**src/rtl/add_sub_arbiter.sv**
```systemverilog
`default_nettype none
// ============================================================================
//  Module   : add_sub_arbiter
//  Purpose  : Round-robin arbiter that shares one WIDTH-bit add/subtract unit
//             between NREQ requesters. The winning operation is computed into
//             a registered output stage with valid/ready handshaking.
//  Ports    :
//    CLK           in   clock, all state updates on the rising edge
//    RESET         in   synchronous active-high reset
//    REQ           in   [NREQ]        pending-operation flags
//    SUB_ADD       in   [NREQ]        per requester: 0 = A+B, 1 = A-B
//    IN_A, IN_B    in   [NREQ*WIDTH]  operands, requester i at [i*WIDTH +: WIDTH]
//    GNT           out  [NREQ]        one-hot accept strobe (combinational)
//    RESULT        out  [WIDTH]       registered sum/difference
//    UNDER_OVER    out                carry (add) or borrow (sub)
//    RESULT_ID     out  [IDW]         requester that produced RESULT
//    RESULT_VALID  out                output stage holds an unconsumed result
//    RESULT_READY  in                 consumer takes the result this cycle
//  Revision : 1.0  initial release
// ============================================================================
module add_sub_arbiter #(
    parameter  int NREQ  = 4,
    parameter  int WIDTH = 8,
    localparam int IDW   = $clog2(NREQ)
) (
    input  logic                  CLK,
    input  logic                  RESET,
    input  logic [NREQ-1:0]       REQ,
    input  logic [NREQ-1:0]       SUB_ADD,
    input  logic [NREQ*WIDTH-1:0] IN_A,
    input  logic [NREQ*WIDTH-1:0] IN_B,
    output logic [NREQ-1:0]       GNT,
    output logic [WIDTH-1:0]      RESULT,
    output logic                  UNDER_OVER,
    output logic [IDW-1:0]        RESULT_ID,
    output logic                  RESULT_VALID,
    input  logic                  RESULT_READY
);

    localparam logic [IDW-1:0] c_LAST_ID = IDW'(NREQ - 1);

    // ------------------------------------------------------------------------
    // State
    // ------------------------------------------------------------------------
    logic [IDW-1:0]   r_ptr;
    logic [WIDTH-1:0] r_result;
    logic             r_under_over;
    logic [IDW-1:0]   r_result_id;
    logic             r_valid;

    // ------------------------------------------------------------------------
    // Arbitration
    // ------------------------------------------------------------------------
    logic             w_any_req;
    logic             w_can_accept;
    logic             w_accept;
    logic [IDW-1:0]   w_winner;
    logic [IDW-1:0]   w_ptr_next;

    assign w_any_req    = |REQ;
    assign w_can_accept = ~r_valid | RESULT_READY;
    assign w_accept     = w_can_accept & w_any_req & ~RESET;

    // Scan REQ starting at the pointer and wrapping modulo NREQ; the first
    // set bit encountered wins. The offset sum is reduced by one subtraction
    // since it never exceeds 2*NREQ-2, which keeps non-power-of-two NREQ
    // correct.
    always_comb begin
        int             v_pos;
        logic [IDW-1:0] v_idx;
        logic           v_found;
        w_winner = '0;
        v_found  = 1'b0;
        v_pos    = 0;
        v_idx    = '0;
        for (int k = 0; k < NREQ; k++) begin
            v_pos = int'(r_ptr) + k;
            if (v_pos >= NREQ) begin
                v_pos = v_pos - NREQ;
            end
            v_idx = IDW'(v_pos);
            if (!v_found && REQ[v_idx]) begin
                v_found  = 1'b1;
                w_winner = v_idx;
            end
        end
    end

    assign w_ptr_next = (w_winner == c_LAST_ID) ? '0 : w_winner + 1'b1;

    always_comb begin
        GNT = '0;
        if (w_accept) begin
            GNT[w_winner] = 1'b1;
        end
    end

    // ------------------------------------------------------------------------
    // Shared add/subtract datapath
    // ------------------------------------------------------------------------
    logic [WIDTH-1:0] w_a;
    logic [WIDTH-1:0] w_b;
    logic [WIDTH-1:0] w_b_eff;
    logic             w_sub;
    logic [WIDTH:0]   w_sum;

    assign w_a     = IN_A[w_winner*WIDTH +: WIDTH];
    assign w_b     = IN_B[w_winner*WIDTH +: WIDTH];
    assign w_sub   = SUB_ADD[w_winner];
    assign w_b_eff = w_sub ? ~w_b : w_b;

    // Subtraction is A + ~B + 1; its carry-out is the inverse of a borrow,
    // so XOR with the opcode yields carry for add and borrow for subtract.
    assign w_sum = {1'b0, w_a} + {1'b0, w_b_eff} + {{WIDTH{1'b0}}, w_sub};

    // ------------------------------------------------------------------------
    // Output stage and pointer
    // ------------------------------------------------------------------------
    always_ff @(posedge CLK) begin
        if (RESET) begin
            r_ptr        <= '0;
            r_result     <= '0;
            r_under_over <= 1'b0;
            r_result_id  <= '0;
            r_valid      <= 1'b0;
        end else if (w_accept) begin
            // A simultaneous consume is implied: the new result overwrites.
            r_result     <= w_sum[WIDTH-1:0];
            r_under_over <= w_sub ^ w_sum[WIDTH];
            r_result_id  <= w_winner;
            r_valid      <= 1'b1;
            r_ptr        <= w_ptr_next;
        end else if (RESULT_READY) begin
            // Consume with nothing new to accept; data fields hold.
            r_valid      <= 1'b0;
        end
    end

    assign RESULT       = r_result;
    assign UNDER_OVER   = r_under_over;
    assign RESULT_ID    = r_result_id;
    assign RESULT_VALID = r_valid;

endmodule
`default_nettype wire

```
**config.mk**
```make
export PLATFORM = sky130hd
export DESIGN_NAME = add_sub_arbiter
export DESIGN_NICKNAME = d
export VERILOG_FILES = /design/src/rtl/add_sub_arbiter.sv
export SDC_FILE = /design/constraint.sdc
export NUM_CORES = 1
export LEC_CHECK = 0
export ABC_AREA = 1
export CORE_ASPECT_RATIO = 0.8
export CORE_MARGIN = 4
export CORE_UTILIZATION = 44
export CTS_CLUSTER_DIAMETER = 80
export DETAILED_ROUTE_END_ITERATION = 16
export GPL_ROUTABILITY_DRIVEN = 0
export PLACE_DENSITY_LB_ADDON = 0.2
export SETUP_SLACK_MARGIN = 0.02
export SYNTH_ARGS = -nofsm -noshare
export SYNTH_HDL_FRONTEND = slang
export SYNTH_SLANG_ARGS = --single-unit
```
**constraint.sdc**
```tcl
create_clock -name CLK -period 10.4 [get_ports CLK]
set_input_delay 1.56 -clock CLK [delete_from_list [all_inputs] [get_ports CLK]]
set_output_delay 1.56 -clock CLK [all_outputs]
set_load 0.01 [all_outputs]
```
==> flow_summary.toml, run 1 <==
[status]
status = "completed"

[clock_tree]
tritoncts = "built"
postCtsHoldBufs = 0
clockBufferDepth = 2
cts_made_buffers = 3
postCtsSetupBuffers = 0
clock_latency_ns = 0.24
path_clk_slew_ns = 0.05
clockRootBuffer = "clkbuf_8"
cts_resized = 0
clock-sinks = 14
h-tree-depth = 1

[sta]
tns_ns = 0
slew_headroom_pct = 70.27
fin_worst_skew_ns = 0.001406
finalCritPeriodShare_pct = 57.13
rsz0062_at_grt = "false"
setup_viol = 0
max_freq_mhz = 168.3
fin_crit_ns = 5.942
max_slew.worst_pin.slew_ns = 0.4432
slew_violations = 0
hold_viol_final = 0

[global_route]
grt_util_met3_pct = 3.406
grt_pass1_vias = 1913
antenna_found_initial = 0
grt_first_pass_wirelength_um = 8073
busiest_layer = "met2"
grt_overflow_total = 0
grt_use_met2_pct = 30.27
track_usage_pct = 18.59
met1_usage_pct = 25.45
grt_max_degree = 39

[place]
port_buffers = 90
dp.cells = 433
dp.final_hpwl_um = 4282

[setup_path]
r2r_slack_ns = 5.76
critPathArrivalTime_ns = 4.38
crit_path_start_kind = "primary input"
worstSetupPathType = "primary input to output pin"
crit_path_end_kind = "output pin"
r2r_start = "r_ptr[0]"
cp-startpoint = "REQ[0]"
cp.required_ns = 8.84
cp_max_fo = 38
worstRegToRegCells = 29

[synth]
synth_common_cells = "nand2_1 (55), nor2_1 (52), inv_1 (28), o21ai_0 (27), nand3_1 (21)"
ys_async_sr_fraction_pct = 0
netlist_area_sq_um = 1848
synth_warnings = 0
synth_flop_cell = "dfxtp_1"
synth.most_common_cell = "nand2_1"
syn_inst = 300
synth_top_area_cell = "dfxtp_1"
synth.net_count = 387
synth_top_area_share_pct = 15.17
ys_ff_latch = 14
ys_seq_area_share_pct = 15.17
ys_types = 36
yosys-top-cells-area = "dfxtp_1 (15%), nand2_1 (11%), nor2_1 (11%)"
avgSynthCellArea_sq_um = 6.160
synth-edff-count = 0

[floorplanning]
dieArea_sq_um = 5307
die_w_um = 80.46
io_pins = 91
coreArea_sq_um = 3929
die-height_um = 65.97
std_cell_rows = 20
start_util_pct = 47.04

[finish]
nNetsFinal = 470
drive_gt1_share_pct = 9.974
final_cells = 436
n_antenna_cell = 0
areaGrowthSynthToFinish_pct = 51.05
nFillCells = 355

[detailed_routing]
firstDrtPassIters = 4
wl_per_cell_um = 11.99
drcViolationCount = 0
ant_nets = 0
initialDrtViolationCount = 187
vias = 2172
viasPerCell = 4.982
totalWireLength_um = 5228

[power_and_ir_drop]
p_int_uw = 435.2
vdd_ir_drop_max_uv = 172.8
seq_power_share_pct = 9.7
clkPwrFrac_pct = 4.5
p_per_area_nw_per_um2 = 338.4
power_switching_uw = 509.3
p_leak_nw = 1.260
sw_frac_of_total_pct = 53.93
pwr-share-comb_pct = 85.8

[hold_path]
hold_start = "RESULT[6]"
hold_depth = 2
hold_path_class = "flip-flop to flip-flop"

[job]
drv_cap = 0
-- metal layers --
layer / vias up / wire (um)
li1: 1152 / -
met1: 937 / 2395
met2: 77 / 2398
met3: 6 / 397
met4: 0 / 36
met5: - / 0
-- worst paths after layout --
path	endpoint
worst max register to register	UNDER_OVER
worst min register to register	RESULT[6]
worst max-delay path	GNT[0]
worst min-delay path	RESULT[6]
-- cell type report --
class | instances | area, sq um | area share, %
timing repair buffer | 91 | 908.4 | 32.54
clock buffer | 3 | 41.29 | 1.479
sequential | 14 | 280.3 | 10.04
tap | 55 | 68.82 | 2.465
inverter | 34 | 132.6 | 4.751
multi-input combinational | 239 | 1360 | 48.72
-- stage by stage --
stage               setup WS [ns]  area [sq um]  power (mW)  utilization, %  hold WS [ns]
CTS                         4.461          2791      0.9437           71.05        0.4863
detailed placement          4.403          2750      0.8960           70.00        0.4759
global route                4.155          2791       1.053           71.05        0.5219
global placement            4.572          2750      0.8682           70.00        0.4667
floorplan                   5.759          1848      0.7159               -        0.5047
finish                      4.458          2791      0.9445           71.05        0.4838
-- cell usage in the layout, fill, tap and decap left out --
| cell type | Yosys | routed |
|---|---|---|
| o21ai_0 | 27 | 27 |
| o22ai_1 | 7 | 7 |
| nand4_4 | 1 | 1 |
| o31ai_1 | 2 | 2 |
| dfxtp_1 | 14 | 14 |
| a211oi_1 | 1 | 1 |
| nand2_4 | 3 | 3 |
| nor3_1 | 2 | 2 |
| nand4_1 | 1 | 1 |
| xor2_1 | 9 | 9 |
| buf_4 | 3 | 1 |
| nand3_2 | 4 | 4 |
| inv_2 | 4 | 4 |
| ha_1 | 11 | 11 |
| a21oi_1 | 10 | 10 |
| fa_1 | 1 | 1 |
| nand3_1 | 21 | 21 |
| inv_1 | 28 | 28 |
| nor2_8 | 1 | 1 |
| a31o_2 | 1 | 1 |
| o21ai_1 | 3 | 3 |
| nor2_1 | 52 | 52 |
| nor2_2 | 1 | 1 |
| nand2_2 | 15 | 15 |
| o32ai_2 | 2 | 2 |
| clkinv_1 | 1 | 1 |
| nor2_4 | 1 | 1 |
| clkdlybuf4s50_1 | 0 | 90 |
| inv_6 | 1 | 1 |
| clkbuf_8 | 0 | 3 |
| o21a_1 | 1 | 1 |
| nor4_1 | 1 | 1 |
| o32ai_1 | 5 | 5 |
| nand2_1 | 55 | 55 |
| xnor2_1 | 1 | 1 |
-- state kept, by name (all words and copies together), names as in the netlist --
register / flops
RESULT: 8
RESULT_ID: 2
RESULT_VALID: 1
UNDER_OVER: 1
r_ptr: 2
-- logic make-up after synthesis --
family | Yosys count | share of synthesized area, %
AO/OA/AOI/OAI | 59 | 19.43
XOR/XNOR | 10 | 4.740
adder cells (fa/ha/maj) | 12 | 8.531
buffers and inverters | 47 | 11.24
flip-flops | 14 | 15.17
AND/OR/NAND/NOR | 158 | 40.89
-- power groups by stage --
stage	logic, mW	clock network [mW]	registers (mW)
5_1_grt	0.912	0.0465	0.0941
4_1_cts	0.809	0.0436	0.0914
3_5_place_dp	0.804	0	0.0923
2_1_floorplan	0.618	0	0.0977
3_3_place_gp	0.776	0	0.0925
6_report	0.810	0.0429	0.0917
-- critical path, cell delays in order --
cell,delay [ns]
clkdlybuf4s50_1,0.49
nand2_1,0.06
nand2_1,0.16
nand2_2,0.09
nand2_4,0.10
nand2_1,0.07
nand2_1,0.07
nand2_2,0.07
nand2_4,0.11
nand2_4,0.23
inv_2,0.44
ha_1,0.22
inv_1,0.04
nor2_1,0.10
clkdlybuf4s50_1,0.57
Note: power is estimated with default switching activity, not from simulation.
==> run 2, diff against run 1 <==
- CORE_UTILIZATION: 44 -> 41
- clock period: 10.4 -> 5.7 ns (I/O delays scaled with it)
==> flow_summary.toml, run 2 (synthesized netlist as in run 1, its figures left out) <==
[global_route]
grt_max_degree = 39
antenna_found_initial = 0
grt_first_pass_wirelength_um = 8252
grt_pass1_vias = 1990
track_usage_pct = 17.47
grt_overflow_total = 0

[hold_path]
hold_start = "RESULT_ID[1]"
hold_path_class = "flip-flop to flip-flop"

[finish]
final_common_cell = "clkdlybuf4s50_1"
mostFrequentLayoutCells = "clkdlybuf4s50_1 (90), nand2_1 (55), nor2_1 (52)"
n_antenna_cell = 0
drive_gt1_share_pct = 10.44
nNetsFinal = 471
largest_reg_flops = 8
final_core_util_pct = 66.14
nFillCells = 408
areaGrowthSynthToFinish_pct = 52.34

[setup_path]
crit_path_end_kind = "flip-flop"
cp_max_fo = 27
r2r_slack_ns = 1.33
slowest_delay_ns = 0.45
cp.required_ns = 5.84
crit_path_start_kind = "primary input"
cp_slowest_cell = "fa_1"
worstSetupPathType = "primary input to flip-flop"
r2r_start = "r_ptr[0]"
critPathArrivalTime_ns = 4.95
cp-startpoint = "REQ[1]"

[floorplanning]
dieArea_sq_um = 5652
std_cell_rows = 21
start_util_pct = 43.42
die_w_um = 83.06
io_pins = 91
die-height_um = 68.05
coreArea_sq_um = 4257

[power_and_ir_drop]
seq_power_share_pct = 9.7
p_leak_nw = 1.271
vdd_ir_drop_max_uv = 334.6
pwr-share-comb_pct = 84.7
p_per_area_nw_per_um2 = 613.7
power_switching_uw = 912.5
p_int_uw = 815.1
sw_frac_of_total_pct = 52.82
clkPwrFrac_pct = 5.7

[clock_tree]
cts_resized = 0
tritoncts = "built"
clockRootBuffer = "clkbuf_8"
clock_latency_ns = 0.25
cts_made_buffers = 3
clock-sinks = 14
path_clk_slew_ns = 0.06
h-tree-depth = 1
clockBufferDepth = 2
postCtsHoldBufs = 0
postCtsSetupBuffers = 0

[detailed_routing]
totalWireLength_um = 5172
ant_nets = 0
viasPerCell = 4.957
vias = 2181
drcViolationCount = 0
wl_per_cell_um = 11.75
firstDrtPassIters = 4
initialDrtViolationCount = 85

[job]
drv_cap = 0

[sta]
max_freq_mhz = 207.9
rsz0062_at_grt = "false"
tns_ns = 0
slew_headroom_pct = 68.81
finalCritPeriodShare_pct = 84.40
setup_viol = 0
max_slew.worst_pin.slew_ns = 0.4650
fin_crit_ns = 4.811
hold_viol_final = 0
fin_worst_skew_ns = 0.0006003
slew_violations = 0
layout_setup_ws_ns = 0.8894

[place]
port_buffers = 90
dp.final_hpwl_um = 4342
dp_slack_ns = 0.6131

[status]
status = "completed"
## run 2: changes by cell type in the layout (fill, tap and decap cells not counted)
cell	change
buf_4	+1
clkbuf_8	+1
## run 2: worst max-delay path: cells and delay by family
family / cells / cell delay [ns]
xor+xnor: 2 / 0.27
fa+ha+maj: 1 / 0.45
compound gates: 4 / 0.59
buf+inv: 8 / 1.21
simple gates: 15 / 1.55
## run 2: path summary, 6_finish.rpt
kind	end	depth (start not counted)
worst max-delay path	UNDER_OVER	30
worst min-delay path	RESULT_ID[1]	2
worst min register to register	RESULT_ID[1]	2
worst max register to register	UNDER_OVER	30
## run 2: per-layer routing
layer,track usage (%),up-vias,part of all wire (%)
li1,-,1156,-
met1,21.58,955,47
met2,31.30,68,47
met3,3.610,2,5.8
met4,4.898,0,0.43
met5,0,-,0
## run 2: cell type report
type | instances | area (sq um) | area share (%)
clock buffers | 4 | 55.05 | 1.956
inverters | 34 | 132.6 | 4.711
multi-input cells | 239 | 1360 | 48.31
flip-flops and latches | 14 | 280.3 | 9.956
well taps | 57 | 71.32 | 2.533
repair buffers | 92 | 915.9 | 32.53
## run 2: per-stage QoR
| stage | cells | area, sq um | total power, mW | hold WS, ns |
|---|---|---|---|---|
| after floorplan | 300 | 1848 | 1.306 | 0.5047 |
| after global placement | 436 | 2760 | 1.597 | 0.4643 |
| after detailed placement | 436 | 2760 | 1.630 | 0.4733 |
| after CTS | 440 | 2815 | 1.735 | 0.4870 |
| after global routing | 440 | 2815 | 1.946 | 0.5145 |
| final | 440 | 2815 | 1.728 | 0.4853 |
## run 2: power by group through the flow
stage          clock network, mW  logic (mW)  registers, mW
2_1_floorplan                  0        1.13          0.178
5_1_grt                    0.104        1.67          0.171
3_5_place_dp                   0        1.46          0.169
4_1_cts                    0.100        1.47          0.167
6_report                  0.0982        1.46          0.167
3_3_place_gp                   0        1.43          0.169
